[src/rtl/control_unit_pkg.sv]
// Shared definitions for the control unit: opcodes, ALU operation codes,
// state encoding and instruction classes.
package control_unit_pkg;

  localparam logic [4:0] OP_ADD  = 5'b00000;
  localparam logic [4:0] OP_SUB  = 5'b00001;
  localparam logic [4:0] OP_AND  = 5'b00010;
  localparam logic [4:0] OP_OR   = 5'b00011;
  localparam logic [4:0] OP_SHR  = 5'b00100;
  localparam logic [4:0] OP_SHL  = 5'b00101;
  localparam logic [4:0] OP_ROR  = 5'b00110;
  localparam logic [4:0] OP_ROL  = 5'b00111;
  localparam logic [4:0] OP_ADDI = 5'b01000;
  localparam logic [4:0] OP_ANDI = 5'b01001;
  localparam logic [4:0] OP_ORI  = 5'b01010;
  localparam logic [4:0] OP_LD   = 5'b01011;
  localparam logic [4:0] OP_ST   = 5'b01100;
  localparam logic [4:0] OP_MUL  = 5'b01101;
  localparam logic [4:0] OP_DIV  = 5'b01110;
  localparam logic [4:0] OP_NOP  = 5'b01111;
  localparam logic [4:0] OP_HALT = 5'b10000;

  // ALU codes coincide with the opcodes of the R-type and MUL/DIV instructions
  localparam logic [4:0] ALU_ADD = OP_ADD;
  localparam logic [4:0] ALU_SUB = OP_SUB;
  localparam logic [4:0] ALU_AND = OP_AND;
  localparam logic [4:0] ALU_OR  = OP_OR;
  localparam logic [4:0] ALU_SHR = OP_SHR;
  localparam logic [4:0] ALU_SHL = OP_SHL;
  localparam logic [4:0] ALU_ROR = OP_ROR;
  localparam logic [4:0] ALU_ROL = OP_ROL;
  localparam logic [4:0] ALU_MUL = OP_MUL;
  localparam logic [4:0] ALU_DIV = OP_DIV;

  typedef enum logic [3:0] {
    ST_RST, ST_T0, ST_T1, ST_T2, ST_T3, ST_T4, ST_T5, ST_T6, ST_T7, ST_HALT
  } state_t;

  typedef enum logic [2:0] {
    CLS_RTYPE, CLS_IMM, CLS_LD, CLS_ST, CLS_MULDIV, CLS_NOP, CLS_HALT
  } instr_class_t;

  function automatic logic [4:0] imm_alu_op(input logic [4:0] opcode);
    case (opcode)
      OP_ANDI: return ALU_AND;
      OP_ORI:  return ALU_OR;
      default: return ALU_ADD;
    endcase
  endfunction

endpackage

[src/rtl/control_unit_opcode_decoder.sv]
// Maps a 5-bit opcode onto the instruction class that steers the FSM.
// Undefined opcodes are treated as NOP.
module opcode_decoder
  import control_unit_pkg::*;
(
  input  logic [4:0]   opcode,
  output instr_class_t cls
);

  always_comb begin
    cls = CLS_NOP;
    case (opcode)
      OP_ADD, OP_SUB, OP_AND, OP_OR,
      OP_SHR, OP_SHL, OP_ROR, OP_ROL: cls = CLS_RTYPE;
      OP_ADDI, OP_ANDI, OP_ORI:       cls = CLS_IMM;
      OP_LD:                          cls = CLS_LD;
      OP_ST:                          cls = CLS_ST;
      OP_MUL, OP_DIV:                 cls = CLS_MULDIV;
      OP_HALT:                        cls = CLS_HALT;
      default:                        cls = CLS_NOP;
    endcase
  end

endmodule

[src/rtl/control_unit.sv]
// Moore-style instruction sequencer generating datapath control strobes.
//
//   state | meaning
//   RST   | post-reset, all outputs idle
//   T0    | PC to MAR, PC+1 into Z; halt if a stop is requested
//   T1    | instruction fetch, PC update on first cycle, waits on Mem_ready
//   T2    | MDR to IR, opcode captured and decoded
//   T3-T7 | execute steps, contents depend on instruction class
//   HALT  | stopped, left only through Clear
module control_unit
  import control_unit_pkg::*;
(
  input  logic        Clock,
  input  logic        Clear,
  input  logic [31:0] IR,
  input  logic        Mem_ready,
  input  logic        Stop,
  output logic        PCout,
  output logic        ZHighout,
  output logic        Zlowout,
  output logic        MDRout,
  output logic        PCin,
  output logic        IRin,
  output logic        MARin,
  output logic        MDRin,
  output logic        Yin,
  output logic        HIin,
  output logic        LOin,
  output logic        ZHighIn,
  output logic        ZLowIn,
  output logic        Gra,
  output logic        Grb,
  output logic        Grc,
  output logic        Rin,
  output logic        Rout,
  output logic        Cout,
  output logic        IncPC,
  output logic        Read,
  output logic        Write,
  output logic [4:0]  ALU_op,
  output logic        Run
);

  state_t       state_q, state_d;
  logic [4:0]   op_q;
  logic         in_t1_q;
  logic         stop_pending_q;
  logic [4:0]   dec_opcode;
  instr_class_t cls;
  logic         unused_ir;

  assign unused_ir = ^IR[26:0];

  // T2 decodes the live opcode; later steps use the copy captured in T2
  assign dec_opcode = (state_q == ST_T2) ? IR[31:27] : op_q;

  opcode_decoder u_opcode_decoder (
    .opcode (dec_opcode),
    .cls    (cls)
  );

  always_ff @(posedge Clock or negedge Clear) begin
    if (!Clear) begin
      state_q        <= ST_RST;
      op_q           <= OP_NOP;
      in_t1_q        <= 1'b0;
      stop_pending_q <= 1'b0;
    end else begin
      state_q <= state_d;
      in_t1_q <= (state_q == ST_T1);
      if (state_q == ST_T2) op_q <= IR[31:27];
      // a stop request seen mid-instruction is held until the next T0
      if (state_q == ST_T0)  stop_pending_q <= 1'b0;
      else if (Stop)         stop_pending_q <= 1'b1;
    end
  end

  always_comb begin
    state_d  = state_q;
    PCout    = 1'b0;
    ZHighout = 1'b0;
    Zlowout  = 1'b0;
    MDRout   = 1'b0;
    PCin     = 1'b0;
    IRin     = 1'b0;
    MARin    = 1'b0;
    MDRin    = 1'b0;
    Yin      = 1'b0;
    HIin     = 1'b0;
    LOin     = 1'b0;
    ZHighIn  = 1'b0;
    ZLowIn   = 1'b0;
    Gra      = 1'b0;
    Grb      = 1'b0;
    Grc      = 1'b0;
    Rin      = 1'b0;
    Rout     = 1'b0;
    Cout     = 1'b0;
    IncPC    = 1'b0;
    Read     = 1'b0;
    Write    = 1'b0;
    ALU_op   = ALU_ADD;
    Run      = 1'b0;
    case (state_q)
      ST_RST: state_d = ST_T0;
      ST_T0: begin
        Run = 1'b1; PCout = 1'b1; MARin = 1'b1; IncPC = 1'b1; ZLowIn = 1'b1;
        ALU_op  = ALU_ADD;
        state_d = (Stop || stop_pending_q) ? ST_HALT : ST_T1;
      end
      ST_T1: begin
        Run = 1'b1; Zlowout = 1'b1; Read = 1'b1; MDRin = 1'b1;
        PCin = !in_t1_q;
        if (Mem_ready) state_d = ST_T2;
      end
      ST_T2: begin
        Run = 1'b1; MDRout = 1'b1; IRin = 1'b1;
        case (cls)
          CLS_NOP:  state_d = ST_T0;
          CLS_HALT: state_d = ST_HALT;
          default:  state_d = ST_T3;
        endcase
      end
      ST_T3: begin
        Run = 1'b1; Rout = 1'b1; Yin = 1'b1;
        if (cls == CLS_MULDIV) Gra = 1'b1;
        else                   Grb = 1'b1;
        state_d = ST_T4;
      end
      ST_T4: begin
        Run = 1'b1; ZLowIn = 1'b1;
        case (cls)
          CLS_RTYPE:  begin Grc = 1'b1; Rout = 1'b1; ALU_op = op_q; end
          CLS_IMM:    begin Cout = 1'b1; ALU_op = imm_alu_op(op_q); end
          CLS_MULDIV: begin Grb = 1'b1; Rout = 1'b1; ZHighIn = 1'b1; ALU_op = op_q; end
          default:    begin Cout = 1'b1; ALU_op = ALU_ADD; end
        endcase
        state_d = ST_T5;
      end
      ST_T5: begin
        Run = 1'b1; Zlowout = 1'b1;
        case (cls)
          CLS_LD, CLS_ST: begin MARin = 1'b1; state_d = ST_T6; end
          CLS_MULDIV:     begin LOin = 1'b1; state_d = ST_T6; end
          default:        begin Gra = 1'b1; Rin = 1'b1; state_d = ST_T0; end
        endcase
      end
      ST_T6: begin
        Run = 1'b1;
        case (cls)
          CLS_LD: begin
            Read = 1'b1; MDRin = 1'b1;
            if (Mem_ready) state_d = ST_T7;
          end
          CLS_ST:  begin Gra = 1'b1; Rout = 1'b1; MDRin = 1'b1; state_d = ST_T7; end
          default: begin ZHighout = 1'b1; HIin = 1'b1; state_d = ST_T0; end
        endcase
      end
      ST_T7: begin
        Run = 1'b1;
        if (cls == CLS_ST) begin
          Write = 1'b1;
          if (Mem_ready) state_d = ST_T0;
        end else begin
          MDRout = 1'b1; Gra = 1'b1; Rin = 1'b1;
          state_d = ST_T0;
        end
      end
      ST_HALT: state_d = ST_HALT;
      default: state_d = ST_RST;
    endcase
  end

endmodule

[config.mk]
export PLATFORM = sky130hd
export DESIGN_NAME = control_unit
export DESIGN_NICKNAME = d
export VERILOG_FILES = /design/src/rtl/control_unit_pkg.sv /design/src/rtl/control_unit_opcode_decoder.sv /design/src/rtl/control_unit.sv
export SDC_FILE = /design/constraint.sdc
export NUM_CORES = 1
export LEC_CHECK = 0
export CELL_PAD_IN_SITES_DETAIL_PLACEMENT = 1
export CELL_PAD_IN_SITES_GLOBAL_PLACEMENT = 1
export CORE_MARGIN = 2
export CORE_UTILIZATION = 27
export CTS_CLUSTER_SIZE = 25
export DETAILED_ROUTE_END_ITERATION = 16
export PLACE_DENSITY = 0.77
export SYNTH_ARGS = -nofsm -noshare
export SYNTH_HDL_FRONTEND = slang
export SYNTH_SLANG_ARGS = --single-unit
[constraint.sdc]
create_clock -name Clock -period 3.8 [get_ports Clock]
set_input_delay 0.76 -clock Clock [delete_from_list [all_inputs] [get_ports Clock]]
set_output_delay 0.76 -clock Clock [all_outputs]
set_load 0.02 [all_outputs]
==> results of run 1 <==
==> Yosys cell counts, types with 4 or more instances <==
cell type  count  area (sq um)
nand2_1       19          71.3
nor2_1        18          67.6
nor3_1        11          55.1
inv_1         10          37.5
dfrtp_1        7           175
a21oi_1        6          30.0
and2_1         6          37.5
nand2b_1       6          37.5
o21ai_0        5          25.0
dfstp_2        4           105
ha_1           4          50.1
==> worst register-to-register path, cell delays in order (launching register included) <==
cell and delay [ns]:
dfrtp_1 0.38, nand4bb_2 0.33, clkinv_2 0.13, nand2_1 0.06, and2_4 0.16, ha_4 0.18, nor3b_4 0.16, o31ai_4 0.23
buf_4 0.15, buf_4 0.10, a21oi_2 0.05, buf_4 0.13, or3b_1 0.38, a32oi_1 0.23
==> flip-flops by register name, summed over array words and instances, names as in the netlist <==
| signal | cells |
|---|---|
| op_q | 5 |
| state_q | 4 |
| in_t1_q | 1 |
| stop_pending_q | 1 |
==> stage by stage <==
stage                     worst slack (ns)  utilization, %  hold slack (ns)
after floorplan                      0.462               -            0.464
after global placement              -0.392            42.7            0.502
after detailed placement            -0.399            42.7            0.516
after CTS                         0.000778            44.6            0.528
after global routing               0.00443            46.6            0.569
final                               0.0623            46.6            0.527
==> repair_timing <==
action	4_1_cts	5_1_grt
buffers inserted	2	3
gates resized for setup	64	24
pin swaps	4	10
endpoints found under the setup margin	20	20
hold endpoints to repair	0	0
==> power by group through the flow <==
stage / sequential [W] / combinational, W / clock, W
floorplan: 0.000177 / 0.000342 / 0
global placement: 0.000198 / 0.000653 / 0
detailed placement: 0.000201 / 0.000675 / 0
CTS: 0.000202 / 0.000742 / 0.000123
global route: 0.000210 / 0.000920 / 0.000130
finish: 0.000206 / 0.000857 / 0.000121
==> per-layer routing <==
layer | routed length [um] | vias up
li1 | - | 711
met1 | 2140 | 714
met2 | 2270 | 31
met3 | 131 | 7
met4 | 95 | 0
met5 | 0 | -
==> how the worst min path moves through the flow <==
stage                     cells past startpoint                          to
final                                         2  stop_pending_q$_DFFE_PN0P_
after CTS                                     2  stop_pending_q$_DFFE_PN0P_
after global routing                          2  stop_pending_q$_DFFE_PN0P_
after detailed placement                      2  stop_pending_q$_DFFE_PN0P_
after global placement                        2  stop_pending_q$_DFFE_PN0P_
after floorplan                               0           in_t1_q$_DFF_PN0_
==> cell type report <==
class / count / share of cell area, %
sequential: 11 / 13.9
inverter: 11 / 2.11
multi-input combinational: 127 / 47.4
timing repair buffer: 76 / 31.1
clock buffer: 4 / 2.24
tap: 52 / 3.23
==> cells by family after synthesis <==
group | share of synthesized area, %
and+or+nand+nor | 36.1
AOI/OAI and AO/OA | 24.0
buffers and inverters | 6.69
DFF | 23.4
muxes | 4.92
adders and majority gates | 4.18
xor gates and xnor gates | 0.732
==> cell usage in the layout (no fill, tap or decap), types with 4 or more instances in the layout <==
master	count
and2_1	5
clkdlybuf4s15_2	4
buf_2	4
dfstp_2	4
clkdlybuf4s15_1	4
nor3_1	9
nand2b_1	5
nand2_1	17
dfrtp_1	7
buf_4	43
a21oi_1	4
clkdlybuf4s50_1	15
o21ai_0	5
nor2_1	15
inv_1	8
==> results.sh, run 1 <==
export IMPL_synth_cell_types=50
export IMPL_portBuffers=36
export IMPL_avgRoutedWirePerCell_um=16.5
export IMPL_grt_util_met2_pct=31.2
export IMPL_grt_max_degree=12
export IMPL_core_area_sq_mm=0.00432
export IMPL_cts_sinks=11
export IMPL_synthArstFlopShare_pct=100
export IMPL_first_global_vias=1468
export IMPL_crit_path_start="IR[30]"
export IMPL_postCtsHoldBufs=0
export IMPL_num_vias=1463
export IMPL_cts_tree="done"
export IMPL_p_int_w=0.000668
export IMPL_criticalPathCategory="input pin to output pin"
export IMPL_hp_start="stop_pending_q$_DFFE_PN0P_"
export IMPL_fin_skew_ns=0.00403
export IMPL_slowest_delay_ns=0.42
export IMPL_final_cell_area_sq_mm=0.00201
export IMPL_via_per_inst=5.21
export IMPL_drc=0
export IMPL_clk_latency_ns=0.24
export IMPL_post_dp_hpwl_mm=3.45
export IMPL_ant_nets=0
export IMPL_clock_root_buffer="clkbuf_8"
export IMPL_leakage_nw=0.915
export IMPL_ir_worst_vdd_mv=0.289
export IMPL_die_w_um=70.6
export IMPL_min_period_ns=3.74
export IMPL_initial_core_util_pct=27.7
export IMPL_crit_cells=9
export IMPL_multi_input_area_sq_um=953
export IMPL_cap_violations=0
export IMPL_crit_buf_inv=3
export IMPL_hold_viol_final=0
export IMPL_n_antenna_cell=0
export IMPL_yosys_register_bits=11
export IMPL_crit_chain="clkdlybuf4s50_1, buf_4, and3b_1, o211ai_1, o211ai_2, or3_4, nand2b_1, o22ai_1, clkdlybuf4s15_2"
export IMPL_routabilityCongestion=0.892
export IMPL_fmax_mhz=268
export IMPL_worst_setup_path_start_kind="input pin"
export IMPL_synth_nets=196
export IMPL_status="finished clean"
export IMPL_grt_use_total_pct=18.4
export IMPL_worstMarginPinSlew_ns=0.513
export IMPL_path_max_fanout=4
export IMPL_post_dp_cell_area_sq_mm=0.00185
export IMPL_rsz0062_at_grt="no"
export IMPL_cts_buffers_inserted=3
export IMPL_slew_headroom_pct=65.7
export IMPL_power_switching_w=0.000517
export IMPL_register_area_sq_um=280
export IMPL_crit_family="buffers and inverters"
export IMPL_crit_path_end_kind="output pin"
export IMPL_placed_cells=272
export IMPL_grt_ovfl_total=0
export IMPL_cp_arrival_ns=2.98
export IMPL_p_seq_share_pct=17.4
export IMPL_ys_seq_area_share_pct=23.4
export IMPL_r2r_start="state_q[2]$_DFFE_PN0P_"
export IMPL_wl_mm=4.63
export IMPL_netlist_instances=156
export IMPL_critPathSlowestCell="clkdlybuf4s50_1"
export IMPL_postSynthAreaPerCell_sq_um=7.67
export IMPL_grt_busiest_layer="met2"
export IMPL_io_pin_count=64
export IMPL_setup_viol=0
export IMPL_drive_gt1_share_pct=39.3
export IMPL_slew_violations=0
export IMPL_p_per_area_mw_per_mm2=589
export IMPL_drtIter0Drc=49
export IMPL_grt_first_pass_wirelength_mm=7.29
export IMPL_p_comb_share_pct=72.3
export IMPL_hp_class="flip-flop to flip-flop"
export IMPL_critPathCapture="Grb"
export IMPL_r2r_setup_slack_ns=1.05
export IMPL_clk_pin_slew_ns=0.05
export IMPL_num_rows=24
export IMPL_grtUsageMet3_pct=0.855
export IMPL_layout_cells_non_filler=281
export IMPL_synth_warnings=0
export IMPL_fp_dieArea_sq_mm=0.00498
export IMPL_drtPass1Iterations=4
export IMPL_nets=270
export IMPL_clk_path_buf_depth=2
export IMPL_n_fill_cell=530
export IMPL_design_power_total_w=0.00118
export IMPL_die_h_um=70.6
export IMPL_synthesis_area_sq_mm=0.00120
export IMPL_pwr_share_clk_pct=10.2
export IMPL_synth_edf_count=0
export IMPL_grtUsageMet1_pct=25.1
export IMPL_synth_ff_type="dfrtp_1"
export IMPL_htree_levels=1
export IMPL_areaGrowthSynthToFinish_pct=68.3
export IMPL_switching_share_pct=43.6
export IMPL_grt_antenna_before_repair=0
export IMPL_r2r_end="state_q[0]$_DFFE_PN0P_"
export IMPL_finalCritPeriodShare_pct=98.4
export IMPL_final_setup_tns_ns=0
export IMPL_critical_path_required_ns=3.04
export IMPL_reg2regPathDepth=13
(Power assumes the default switching activity.)
==> inputs of run 2 (changes only) <==
--- a/config.mk
+++ b/config.mk
@@ -7,2 +7,3 @@
 export LEC_CHECK = 0
+export ABC_CLOCK_PERIOD_IN_PS = 3800
 export CELL_PAD_IN_SITES_DETAIL_PLACEMENT = 1
==> constraint.sdc (replaced) <==
create_clock -name Clock -period 3.8 [get_ports Clock]
set_input_delay 1.14 -clock Clock [delete_from_list [all_inputs] [get_ports Clock]]
set_output_delay 1.14 -clock Clock [all_outputs]
set_load 0.02 [all_outputs]
==> run 2 against run 1 <==
  * The flow now finishes with violations (setup timing)
  * Sequential power is 4% lower
  * Core utilization rose by 13 points
  * First-iteration DRC count grew to 2.8 times the previous value
  * Count of clock-buffer cells in the layout is the same
  * Sequential cell count unchanged
  * Critical path type unchanged
==> results.sh, run 2 (synthesis gave the netlist of run 1 again) <==
export IMPL_status="complete, but fails checks"
export IMPL_violations="setup timing"
export IMPL_grt_ovfl_total=0
export IMPL_slew_violations=0
export IMPL_grt_first_pass_wirelength_mm=10.3
export IMPL_wl_mm=7.11
export IMPL_cts_buffers_inserted=3
export IMPL_io_pin_count=64
export IMPL_cap_violations=0
export IMPL_avgRoutedWirePerCell_um=23.4
export IMPL_core_area_sq_mm=0.00432
export IMPL_initial_core_util_pct=27.7
export IMPL_crit_buf_inv=6
export IMPL_top_register="op_q"
export IMPL_drc=0
export IMPL_final_util_pct=59.5
export IMPL_critPathSlowestCell="a211oi_2"
export IMPL_largest_reg_flops=5
export IMPL_ant_nets=0
export IMPL_crit_family="buffers and inverters"
export IMPL_leakage_nw=1.14
export IMPL_postCtsHoldBufs=0
export IMPL_portBuffers=36
export IMPL_criticalPathCategory="input pin to output pin"
export IMPL_drtPass1Iterations=4
export IMPL_routabilityCongestion=0.792
export IMPL_worstMarginPinSlew_ns=0.603
export IMPL_crit_chain="buf_6, nand2_2, and2_4, ha_4, nand3b_1, mux2i_2, buf_4, nor2_4, a211oi_2, buf_4, buf_4, buf_6, and2_4, buf_6"
export IMPL_areaGrowthSynthToFinish_pct=115
export IMPL_worst_setup_path_start_kind="input pin"
export IMPL_fin_ws_ns=-0.408
export IMPL_die_w_um=70.6
export IMPL_num_rows=24
export IMPL_clk_latency_ns=0.25
export IMPL_cts_sinks=11
export IMPL_slowest_delay_ns=0.25
export IMPL_clock_root_buffer="clkbuf_8"
export IMPL_top_regs="op_q: 5 flops, state_q: 4 flops"
export IMPL_grt_max_degree=12
export IMPL_fp_dieArea_sq_mm=0.00498
export IMPL_final_common_cell="buf_4"
export IMPL_design_power_total_w=0.00185
export IMPL_htree_levels=1
export IMPL_dpl_worst_slack_ns=-1.17
export IMPL_die_h_um=70.6
export IMPL_hold_viol_final=0
export IMPL_fmax_mhz=238
export IMPL_first_global_vias=1799
export IMPL_n_antenna_cell=0
export IMPL_hp_class="flip-flop to flip-flop"
export IMPL_drive_gt1_share_pct=63.1
export IMPL_critical_path_required_ns=2.66
export IMPL_rsz0062_at_grt="yes"
export IMPL_ir_worst_vdd_mv=0.555
export IMPL_final_cell_mix="buf_4, buf_6, clkdlybuf4s50_1, nand2_1, nor2_4"
export IMPL_grt_use_total_pct=26.8
export IMPL_nets=293
export IMPL_min_period_ns=4.21
export IMPL_p_per_area_mw_per_mm2=720
export IMPL_fin_skew_ns=0.0116
export IMPL_slew_headroom_pct=59.7
export IMPL_path_max_fanout=4
export IMPL_cp_arrival_ns=3.07
export IMPL_clk_path_buf_depth=2
export IMPL_clk_pin_slew_ns=0.06
export IMPL_final_setup_tns_ns=-4.85
export IMPL_post_dp_hpwl_mm=3.83
export IMPL_drtIter0Drc=139
export IMPL_finalCritPeriodShare_pct=111
export IMPL_num_vias=1728
export IMPL_via_per_inst=5.68
export IMPL_grt_antenna_before_repair=0
export IMPL_cts_tree="done"
export IMPL_crit_path_end_kind="output pin"
export IMPL_setup_viol=20
run 2: cell types whose count changed in the layout (fill, tap and decap cells not counted), sizes merged:
cell,delta
clkdlybuf4s15,-8
clkdlybuf4s50,-4
dlymetal6s2s,-1
clkbuf,-2
dlygate4sd2,-3
buf,+41
run 2: stage by stage:
step	cells	hold slack (ns)	instance area (sq um)
final	304	0.553	2570
after global routing	304	0.579	2570
after CTS	294	0.538	2430
after detailed placement	278	0.518	2010
after global placement	278	0.503	2010
after floorplan	156	0.476	1300
run 2: where the power goes:
| part | total (W) | internal (W) | switching [W] | leakage, nW |
|---|---|---|---|---|
| Combinational | 0.00152 | 0.000762 | 0.000762 | 0.998 |
| Clock | 0.000129 | 0.0000742 | 0.0000548 | 0.0228 |
| Sequential | 0.000198 | 0.000158 | 0.0000391 | 0.124 |
run 2: tightest hold or removal path, delay by kind of cell (launching register included):
kind | cells | cell delay, ns
flip-flops | 1 | 0.43
AND/OR/NAND/NOR | 2 | 0.12
run 2: path summary, 6_finish.rpt:
path / startpoint / slack, ns / depth (start not counted) / to
worst max-delay path: IR[28] / -0.41 / 14 / LOin
worst min-delay path: op_q[2]$_DFF_PN1_ / 0.55 / 2 / op_q[2]$_DFF_PN1_
worst max register to register: state_q[2]$_DFFE_PN0P_ / 0.80 / 15 / state_q[0]$_DFFE_PN0P_
worst min register to register: op_q[2]$_DFF_PN1_ / 0.55 / 2 / op_q[2]$_DFF_PN1_
max in group asynchronous: Clear / 2.13 / 1 / state_q[1]$_DFFE_PN0P_
min in group asynchronous: Clear / 1.27 / 1 / op_q[4]$_DFF_PN0_
run 2: repair_timing:
item | 4_1_cts | 5_1_grt
setup endpoints to repair | 20 | 20
setup buffers | 12 | 12
pin swaps | 26 | 22
cloned | 0 | 0
resized for setup | 207 | 19
run 2: area by class of cell:
type                            instances  area (sq um)
Sequential cell                        11           280
Tap cell                               52          65.1
Inverter                               11          50.0
Multi-Input combinational cell        127          1230
Fill cell                             476          1750
Timing Repair Buffer                   99           903
Clock buffer                            4          45.0
run 2: routing by layer:
layer  routed length, um  GRT usage (%)  vias up
met5                   0              0        -
met4                 191           11.3        0
met3                 360           4.56       20
met2                3580           45.3       84
met1                2980           33.8      870
li1                    -              -      754
